## src/rtl/lsu_pkg.sv

```systemverilog
// Shared types and helpers for the load/store unit.
// LSU_MISALIGN_EN enables word-crossing accesses and their extra FSM states.
package lsu_pkg;

`ifdef LSU_MISALIGN_EN
  typedef enum logic [2:0] {
    IDLE = 3'd0, LD0 = 3'd1, LD1 = 3'd2, RD0 = 3'd3,
    WR0  = 3'd4, RD1 = 3'd5, WR1 = 3'd6, RESP = 3'd7
  } lsu_state_t;
`else
  typedef enum logic [2:0] {
    IDLE = 3'd0, LD0 = 3'd1, RD0 = 3'd3, WR0 = 3'd4, RESP = 3'd7
  } lsu_state_t;
`endif

  localparam logic [2:0] F3_B  = 3'b000;
  localparam logic [2:0] F3_H  = 3'b001;
  localparam logic [2:0] F3_W  = 3'b010;
  localparam logic [2:0] F3_BU = 3'b100;
  localparam logic [2:0] F3_HU = 3'b101;

  // Access size lives in funct3[1:0] for all legal codes.
  localparam logic [1:0] SZ_B = 2'b00;
  localparam logic [1:0] SZ_H = 2'b01;
  localparam logic [1:0] SZ_W = 2'b10;

  localparam logic [2:0] WORD_BYTES = 3'd4;

  function automatic logic [2:0] access_bytes(input logic [2:0] f3);
    case (f3[1:0])
      SZ_B:    access_bytes = 3'd1;
      SZ_H:    access_bytes = 3'd2;
      default: access_bytes = 3'd4;
    endcase
  endfunction

  function automatic logic [3:0] size_mask(input logic [2:0] f3);
    case (f3[1:0])
      SZ_B:    size_mask = 4'b0001;
      SZ_H:    size_mask = 4'b0011;
      default: size_mask = 4'b1111;
    endcase
  endfunction

  function automatic logic crosses(input logic [1:0] offset, input logic [2:0] f3);
    crosses = ({1'b0, offset} + access_bytes(f3)) > WORD_BYTES;
  endfunction

endpackage

```

## src/rtl/lsu_align.sv

```systemverilog
// Combinational byte-lane logic: load extract/extend over a two-word window,
// and store merge of the target bytes into one memory word.
module lsu_align import lsu_pkg::*; (
  input  logic [1:0]  offset,
  input  logic [2:0]  funct3,
  input  logic [63:0] rd_dword,
  output logic [31:0] ld_data,
  input  logic [31:0] old_word,
  input  logic        hi_word,
  input  logic [31:0] st_data,
  output logic [31:0] wr_word
);

  logic [5:0]  sh;
  logic [31:0] ld_word;
  logic [63:0] st_shift;
  logic [7:0]  st_mask;
  logic [31:0] st_lane;
  logic [3:0]  lane_en;

  assign sh = {1'b0, offset, 3'b000};

  // NOTE: every always_comb output gets a default first so no path can infer a latch.
  always_comb begin
    ld_word = 32'(rd_dword >> sh);
    ld_data = '0;
    case (funct3)
      F3_B:    ld_data = {{24{ld_word[7]}}, ld_word[7:0]};
      F3_H:    ld_data = {{16{ld_word[15]}}, ld_word[15:0]};
      F3_W:    ld_data = ld_word;
      F3_BU:   ld_data = {24'h0, ld_word[7:0]};
      F3_HU:   ld_data = {16'h0, ld_word[15:0]};
      default: ld_data = '0;
    endcase
  end

  // Bytes that spill past the first word land in the upper half of the window.
  always_comb begin
    st_shift = {32'h0, st_data} << sh;
    st_mask  = {4'h0, size_mask(funct3)} << offset;
    st_lane  = hi_word ? st_shift[63:32] : st_shift[31:0];
    lane_en  = hi_word ? st_mask[7:4] : st_mask[3:0];
    wr_word  = old_word;
    for (int i = 0; i < 4; i++) begin
      if (lane_en[i]) wr_word[i*8 +: 8] = st_lane[i*8 +: 8];
    end
  end

endmodule

```

## src/rtl/load_store_unit.sv

```systemverilog
// RV32I load/store unit: one request at a time against a single-port word memory.
// Define LSU_MISALIGN_EN to execute misaligned h/w accesses instead of rejecting them.
module load_store_unit import lsu_pkg::*; (
  input  logic        clk,
  input  logic        rst,
  input  logic        req_valid,
  output logic        req_ready,
  input  logic        req_load,
  input  logic [2:0]  req_funct3,
  input  logic [31:0] req_addr,
  input  logic [31:0] req_wdata,
  output logic        resp_valid,
  output logic [31:0] resp_rdata,
  output logic        resp_err,
  output logic [31:0] mem_addr,
  output logic [31:0] mem_wr_data,
  output logic        mem_read,
  output logic        mem_write,
  input  logic [31:0] mem_rd_data
);

  lsu_state_t  state, state_nxt;
  logic [31:0] addr_q, wdata_q, buf_lo, buf_hi;
  logic [2:0]  funct3_q;
  logic        load_q, err_q;
  logic        accept, req_err, hi_sel;
  logic [31:0] word0_addr, ld_data, wr_word;

  assign accept     = req_valid && req_ready;
  assign word0_addr = {addr_q[31:2], 2'b00};

`ifdef LSU_MISALIGN_EN
  logic cross;
  assign cross  = crosses(addr_q[1:0], funct3_q);
  assign hi_sel = (state == WR1);
`else
  assign hi_sel = 1'b0;
`endif

  always_comb begin
    req_err = 1'b0;
    case (req_funct3)
      F3_B, F3_H, F3_W: req_err = 1'b0;
      F3_BU, F3_HU:     req_err = !req_load;  // unsigned codes are load-only
      default:          req_err = 1'b1;
    endcase
`ifndef LSU_MISALIGN_EN
    if (req_funct3[1:0] == SZ_H && req_addr[0])          req_err = 1'b1;
    if (req_funct3[1:0] == SZ_W && req_addr[1:0] != 2'b00) req_err = 1'b1;
`endif
  end

  always_comb begin
    state_nxt = state;
    case (state)
      IDLE: begin
        if (req_valid) begin
          if (req_err)       state_nxt = RESP;
          else if (req_load) state_nxt = LD0;
          else if (req_funct3 == F3_W && req_addr[1:0] == 2'b00) state_nxt = WR0;
          else               state_nxt = RD0;
        end
      end
`ifdef LSU_MISALIGN_EN
      LD0:  state_nxt = cross ? LD1 : RESP;
      LD1:  state_nxt = RESP;
      RD0:  state_nxt = WR0;
      WR0:  state_nxt = cross ? RD1 : RESP;
      RD1:  state_nxt = WR1;
      WR1:  state_nxt = RESP;
`else
      LD0:  state_nxt = RESP;
      RD0:  state_nxt = WR0;
      WR0:  state_nxt = RESP;
`endif
      RESP:    state_nxt = IDLE;
      default: state_nxt = IDLE;
    endcase
  end

  always_comb begin
    mem_read    = 1'b0;
    mem_write   = 1'b0;
    mem_addr    = '0;
    mem_wr_data = '0;
    case (state)
      LD0, RD0: begin
        mem_read = 1'b1;
        mem_addr = word0_addr;
      end
      WR0: begin
        mem_write   = 1'b1;
        mem_addr    = word0_addr;
        mem_wr_data = wr_word;
      end
`ifdef LSU_MISALIGN_EN
      LD1, RD1: begin
        mem_read = 1'b1;
        mem_addr = word0_addr + 32'd4;
      end
      WR1: begin
        mem_write   = 1'b1;
        mem_addr    = word0_addr + 32'd4;
        mem_wr_data = wr_word;
      end
`endif
      default: ;
    endcase
  end

  assign req_ready  = (state == IDLE);
  assign resp_valid = (state == RESP);
  assign resp_err   = (state == RESP) && err_q;
  assign resp_rdata = (state == RESP && load_q && !err_q) ? ld_data : 32'h0;

  lsu_align u_align (
    .offset   (addr_q[1:0]),
    .funct3   (funct3_q),
    .rd_dword ({buf_hi, buf_lo}),
    .ld_data  (ld_data),
    .old_word (hi_sel ? buf_hi : buf_lo),
    .hi_word  (hi_sel),
    .st_data  (wdata_q),
    .wr_word  (wr_word)
  );

  // NOTE: sequential state uses non-blocking assignments so every flop samples pre-edge values.
  always_ff @(posedge clk or posedge rst) begin
    if (rst) begin
      state    <= IDLE;
      addr_q   <= '0;
      wdata_q  <= '0;
      funct3_q <= '0;
      load_q   <= 1'b0;
      err_q    <= 1'b0;
      buf_lo   <= '0;
      buf_hi   <= '0;
    end else begin
      state <= state_nxt;
      if (accept) begin
        addr_q   <= req_addr;
        wdata_q  <= req_wdata;
        funct3_q <= req_funct3;
        load_q   <= req_load;
        err_q    <= req_err;
        buf_lo   <= '0;
        buf_hi   <= '0;
      end
      if (state == LD0 || state == RD0) buf_lo <= mem_rd_data;
`ifdef LSU_MISALIGN_EN
      if (state == LD1 || state == RD1) buf_hi <= mem_rd_data;
`endif
    end
  end

endmodule

```

## config.mk

```make
export PLATFORM = sky130hd
export DESIGN_NAME = load_store_unit
export DESIGN_NICKNAME = d
export VERILOG_FILES = /design/src/rtl/lsu_pkg.sv /design/src/rtl/lsu_align.sv /design/src/rtl/load_store_unit.sv
export SDC_FILE = /design/constraint.sdc
export NUM_CORES = 1
export LEC_CHECK = 0
export ABC_AREA = 1
export ABC_CLOCK_PERIOD_IN_PS = 3000
export CORE_MARGIN = 2
export CORE_UTILIZATION = 45
export DETAILED_ROUTE_END_ITERATION = 8
export PLACE_DENSITY = 0.78
export SETUP_SLACK_MARGIN = 0.1
export SYNTH_ARGS = -nofsm -noshare
export SYNTH_HDL_FRONTEND = slang
export SYNTH_HIERARCHICAL = 1
export SYNTH_SLANG_ARGS = --single-unit
```

## constraint.sdc

```tcl
create_clock -name clk -period 3 [get_ports clk]
set_clock_uncertainty 0.05 [all_clocks]
set_input_delay 0.45 -clock clk [delete_from_list [all_inputs] [get_ports clk]]
set_output_delay 0.45 -clock clk [all_outputs]
set_load 0.005 [all_outputs]
```

==> results.md, run 1 <==
- Remaining Overflow, GRT: 0
- EDFF count, synth: 0
- GRT met2 Usage: 0.464
- F_max: ~340 MHz
- Drt drc: 0
- CP Max Fanout: 27
- Largest net degree at the start of global routing: 75
- Clock transition at the registers of the reported paths: about 80 ps
- Syn-to-layout area delta: 41.4%
- Share of async-settable or async-resettable flops after synthesis: 1.00
- Area taken by multi-input logic gates: about 4300 sq um
- Synth area leaders: dfrtp_1 34%, nand2_1 27%, nand3_1 8.9%
- Clk root buf: clkbuf_16
- Layout Utilization: 0.649
- Kind of critical path: flip-flop to output port
- Yosys reg bits: about 100
- First-pass GRT wire length: about 40000 um
- Total global-route track usage: 0.276
- Syn_area_per_cell: 5.92 sq um
- Post-detail-place hpwl: between 15000 and 20000 um
- Place WS: around 250 ps
- GR Layer Usage met3: 0.0711
- Post-synthesis sequential area ratio: 0.342
- WL final: ~27000 um
- Post-synth cell types: 26
- Initial antenna violation count: 0
- Hold path startpoint: wdata_q[3]$_DFFE_PP0P_
- Core ar.: about 17000 sq um
- Synth Instances: between 1000 and 1500
- Rows: 47
- # H-tree levels: 3
- TritonRoute pass-1 iters: 8
- Post-DR vias/cell: about 5.1
- RSZ-0062 raised after global routing: yes
- Least-Margin Pin Slew: between 700 and 800 ps
- Antenna viol nets, final: 0
- Latest clock arrival within the worst-skew pair: about 360 ps
- Period minus WS final: 2950 ps
- Die Y: 134 um
- Worst endpoint data arrival time: around 2500 ps
- Placed instance count: approximately 1700
- Slew margin rel.: 0.521
- Critical Path Source Type: flip-flop
- Power density cells: around 980 nW/um^2
- CTS Buf Count: 9
- Max cap viols: 0
- # nets final: roughly 1600
- Die ar.: ~18000 sq um
- Top FF cell, synth: dfrtp_1
- Count leader, synth: nand2_1
- Vias in the first global route: between 7000 and 8000
- CTS Buffer Depth: 2
- Final Setup Violations: 0
- Leak Pwr: 5.89 nW
- Initial Util: 0.459
- Req. time, crit path: approximately 2500 ps
- Worst r2r src: state[1]$_DFFE_PP0P_
- Max Slew Vio Count: 0
- PnR worst setup slack: roughly 50 ps
- CP Launch Point: addr_q[0]$_DFFE_PP0P_
- CTS tree: built
- Fillers: 1547
- Number of port buffers: between 200 and 250
- Clock sinks: ~100
- Post-synth top area share: 0.342
- Final Hold Fails: 0
- Worst vdd ir: about 0.57 mV
- Worst Setup End Kind: output port
- Die width: roughly 130 um
- Layout cells sized above 1: 0.0893
- Grt met1 use: 0.352
- Period utilisation layout: 0.983
- HP Class: flip-flop to flip-flop
- GR peak layer: met2
- Per-cell routed wire length: 15.3 um
- GP Congestion: about 0.95
- Post-synth top cells: 539 x nand2_1, 154 x inv_1, 135 x nand3_1, 135 x nor2_1, 104 x dfrtp_1
- Register area: 2610 sq um
- Most area-hungry cell type in the Yosys netlist: dfrtp_1
- Post-DP Area: a little under 10000 sq um
- IO Count: 204
- DRT iter0 DRCs: 858
- Setup_tns: 0 ps
- Status: finished clean
- Non-filler cells, final: about 1700
- Routed vias: 8797
- Synthesis warning total: 6
- ANT cells: 0
- Mapped Area: about 7600 sq um
- Design area: 10800 sq um
registers in the layout, summed over array words and instances, names as in the netlist:
| register | cells |
|---|---|
| funct3_q | 3 |
| err_q | 1 |
| wdata_q | 32 |
| addr_q | 32 |
| buf_lo | 32 |
| state | 3 |
| load_q | 1 |
cell families (layout without fill, tap and decap cells):
| logic type | count (synthesis) | after routing | synth area share |
|---|---|---|---|
| and+or+nand+nor | 835 | 838 | 0.447 |
| AOI/OAI and AO/OA | 107 | 107 | 0.0716 |
| DFF | 104 | 104 | 0.342 |
| buffers and inverters | 239 | 427 | 0.139 |
| other | 1 | 35 | 0.000492 |
repair_timing:
item / 4_1_cts / 5_1_grt
cloned: 1 / 7
pin swaps: 0 / 9
hold endpoints to repair: 0 / 0
gates resized for setup: 9 / 114
hold buffers: 0 / 0
setup endpoints to repair: 45 / 63
buffers inserted: 0 / 20
where the power goes:
group	internal, mW	total, mW	switching, mW
sequential	2.05	2.69	0.636
combinational	2.51	6.49	3.97
clock	0.749	1.34	0.587
total	5.32	10.5	5.20
path summary, 6_finish.rpt:
check / endpoint / slack, ps / cells past startpoint
worst min register to register: wdata_q[3]$_DFFE_PP0P_ / 440 / 2
max in group asynchronous: wdata_q[9]$_DFFE_PP0P_ / 1650 / 3
min in group asynchronous: addr_q[23]$_DFFE_PP0P_ / 500 / 2
worst max register to register: addr_q[4]$_DFFE_PP0P_ / 1160 / 8
worst min-delay path: wdata_q[3]$_DFFE_PP0P_ / 440 / 2
worst max-delay path: mem_wr_data[12] / 50 / 9
layout make-up:
type / count / share of cell area
clock buffers: 9 / 0.0209
clock inverters: 7 / 0.0105
inverters: 166 / 0.0613
multi-input cells: 980 / 0.398
flip-flops and latches: 104 / 0.242
well taps: 220 / 0.0256
repair buffers: 244 / 0.241
repair inverters: 1 / 0.000813
worst max-delay path: stages (launching register included):
cell and delay [ps]:
dfrtp_2 510, clkbuf_16 240, nand2_1 80, o21ai_0 150, o21ai_0 190, nand2_1 110, nand2_1 100, inv_1 40
nor2_1 130, clkdlybuf4s50_1 520
through the flow:
step	hold WS [ps]	total power, mW
2_1_floorplan	399	6.38
3_3_place_gp	416	8.14
3_5_place_dp	417	8.22
4_1_cts	437	9.72
5_1_grt	459	11.3
6_report	438	10.5
routing by layer:
metal | vias to the layer above | part of all wire
met5 | - | 0
met2 | 469 | 0.47
met4 | 0 | 0.033
met1 | 3951 | 0.40
li1 | 4305 | -
met3 | 72 | 0.11
layout by cell type (no fill, tap or decap), drive strengths merged:
| cell type | synthesis | layout |
|---|---|---|
| nor3 | 9 | 9 |
| buf | 59 | 39 |
| clkinvlp | 0 | 3 |
| o21ai | 96 | 96 |
| dfrtp | 104 | 104 |
| o211ai | 1 | 1 |
| a21oi | 10 | 10 |
| inv | 166 | 166 |
| nand2 | 545 | 545 |
| nor4 | 1 | 1 |
| conb | 1 | 35 |
| clkinv | 0 | 3 |
| clkdlybuf4s50 | 0 | 166 |
| nor2 | 141 | 142 |
| nand3 | 139 | 141 |
| dlymetal6s2s | 0 | 35 |
| bufinv | 0 | 2 |
| clkbuf | 14 | 13 |
(Power assumes the default switching activity.)
==> run 2: changes to the inputs <==
ABC_CLOCK_PERIOD_IN_PS = 3800   (was 3000)
CORE_ASPECT_RATIO = 0.5   (was not set)
CORE_UTILIZATION = 50   (was 45)
PLACE_DENSITY = 0.82   (was 0.78)
clock period = 3.8 ns   (was 3 ns; I/O delays follow)
==> results.md, run 2 (synthesized netlist as in run 1, its figures left out) <==
- Status: finished clean
- GP Congestion: 0.945
- RSZ-0062 raised after global routing: no
- CP Max Fanout: 32
- Layout Utilization: 0.683
- Antenna viol nets, final: 0
- CTS Buffer Depth: 2
- WL final: between 20000 and 30000 um
- Worst Setup End Kind: output port
- Max cap viols: 0
- Post-detail-place hpwl: roughly 19000 um
- Kind of critical path: flip-flop to output port
- Final Setup Violations: 0
- Req. time, crit path: 3180 ps
- Commonest non-fill, non-tap cell in the layout: nand2_1
- Total global-route track usage: 0.318
- HP Class: flip-flop to flip-flop
- Setup_tns: 0 ps
- Least-Margin Pin Slew: 909 ps
- # nets final: between 1500 and 2000
- Routed vias: around 8500
- DRT iter0 DRCs: slightly above 800
- Die ar.: 16300 sq um
- Cts hold-fix bufs: 0
- IO Count: roughly 200
- First-pass GRT wire length: between 40000 and 50000 um
- Worst vdd ir: around 0.35 mV
- Worst r2r src: state[1]$_DFFE_PP0P_
- Initial antenna violation count: 1
- Setup crit end: resp_rdata[30]
- Final Total Pwr: between 7 and 8 mW
- Remaining Overflow, GRT: 0
- Syn-to-layout area delta: 31.4%
- Layout cells sized above 1: 0.0439
- Post-CTS setup buffer count: 0
- Top Registers: addr_q (32), buf_lo (32), wdata_q (32)
- ANT cells: 0
- R2R setup slack: between 1500 and 2000 ps
- Die width: 179 um
- Clock transition at the registers of the reported paths: ~80 ps
- Die Y: between 90 and 100 um
- Drt drc: 0
- Core ar.: 14700 sq um
- Slew margin rel.: 0.393
- Worst endpoint data arrival time: about 2700 ps
- F_max: 299 MHz
- Number of port buffers: between 200 and 250
- CP Launch Point: addr_q[0]$_DFFE_PP0P_
- Period utilisation layout: 0.880
- CTS Buf Count: 9
- Power density cells: 753 nW/um^2
- Post-CTS sizing: 0
- # H-tree levels: 3
- Commonest cells after routing, fill and taps aside: 539 x nand2_1, 201 x clkdlybuf4s50_1, 153 x inv_1
- Latest clock arrival within the worst-skew pair: about 350 ps
- Max Slew Vio Count: 0
- Largest net degree at the start of global routing: around 110
- Rows: 31
- Period minus WS final: about 3300 ps
- Clock sinks: 104
- Initial Util: 0.520
- Post-DR vias/cell: just over 5
- CTS tree: built
- Leak Pwr: 5.01 nW
- TritonRoute pass-1 iters: 6
- Clk root buf: clkbuf_16
- Vias in the first global route: 8094
- Final Hold Fails: 0
- Per-cell routed wire length: 15.1 um
- Critical Path Source Type: flip-flop
- R2R cell count: 8
- Worst R2R End: addr_q[4]$_DFFE_PP0P_
## run 2: per-stage QoR
stage               instances  setup WS, ps  cell area [sq um]  hold slack, ps
floorplan                1320           448               7740             399
global placement         1661           945               9720             417
detailed placement       1661           858               9720             417
CTS                      1677           456              10000             438
global route             1677           212              10000             477
finish                   1677           457              10000             433
## run 2: how the worst min path moves through the flow
stage | start | endpoint | slack, ps | cells after the start
final | wdata_q[5]$_DFFE_PP0P_ | wdata_q[5]$_DFFE_PP0P_ | 430 | 2
after global routing | wdata_q[0]$_DFFE_PP0P_ | wdata_q[0]$_DFFE_PP0P_ | 480 | 2
after CTS | wdata_q[5]$_DFFE_PP0P_ | wdata_q[5]$_DFFE_PP0P_ | 440 | 2
after detailed placement | wdata_q[5]$_DFFE_PP0P_ | wdata_q[5]$_DFFE_PP0P_ | 420 | 2
after global placement | wdata_q[2]$_DFFE_PP0P_ | wdata_q[2]$_DFFE_PP0P_ | 420 | 2
after floorplan | wdata_q[0]$_DFFE_PP0P_ | wdata_q[0]$_DFFE_PP0P_ | 400 | 2
## run 2: final cells by class
class,instances,area [sq um]
Clock buffer,10,229
Clock inverter,6,61.3
Fill cell,1352,4650
Inverter,166,633
Multi-Input combinational cell,977,4080
Sequential cell,104,2600
Tap cell,198,248
Timing Repair Buffer,216,2150
## run 2: worst max-delay path, stage by stage (launching register included)
cell and delay (ps):
dfrtp_2 430, inv_2 390, buf_4 340, nand2_1 100
nand3_1 80, nand2_1 90, nand2_2 220, nand3_1 110
inv_1 80, nor2_1 50, clkdlybuf4s50_1 450
## run 2: power by group
part / leakage, nW / internal (mW) / switching, mW
Sequential: 1.30 / 1.62 / 0.476
Combinational: 3.57 / 1.64 / 2.87
Clock: 0.138 / 0.462 / 0.468
## run 2: routing by layer
layer	GRT usage	up-vias	part of all wire
li1	-	4247	-
met1	0.424	3873	0.44
met2	0.513	363	0.44
met3	0.0825	52	0.088
met4	0.0888	2	0.026
met5	0	-	0.00051
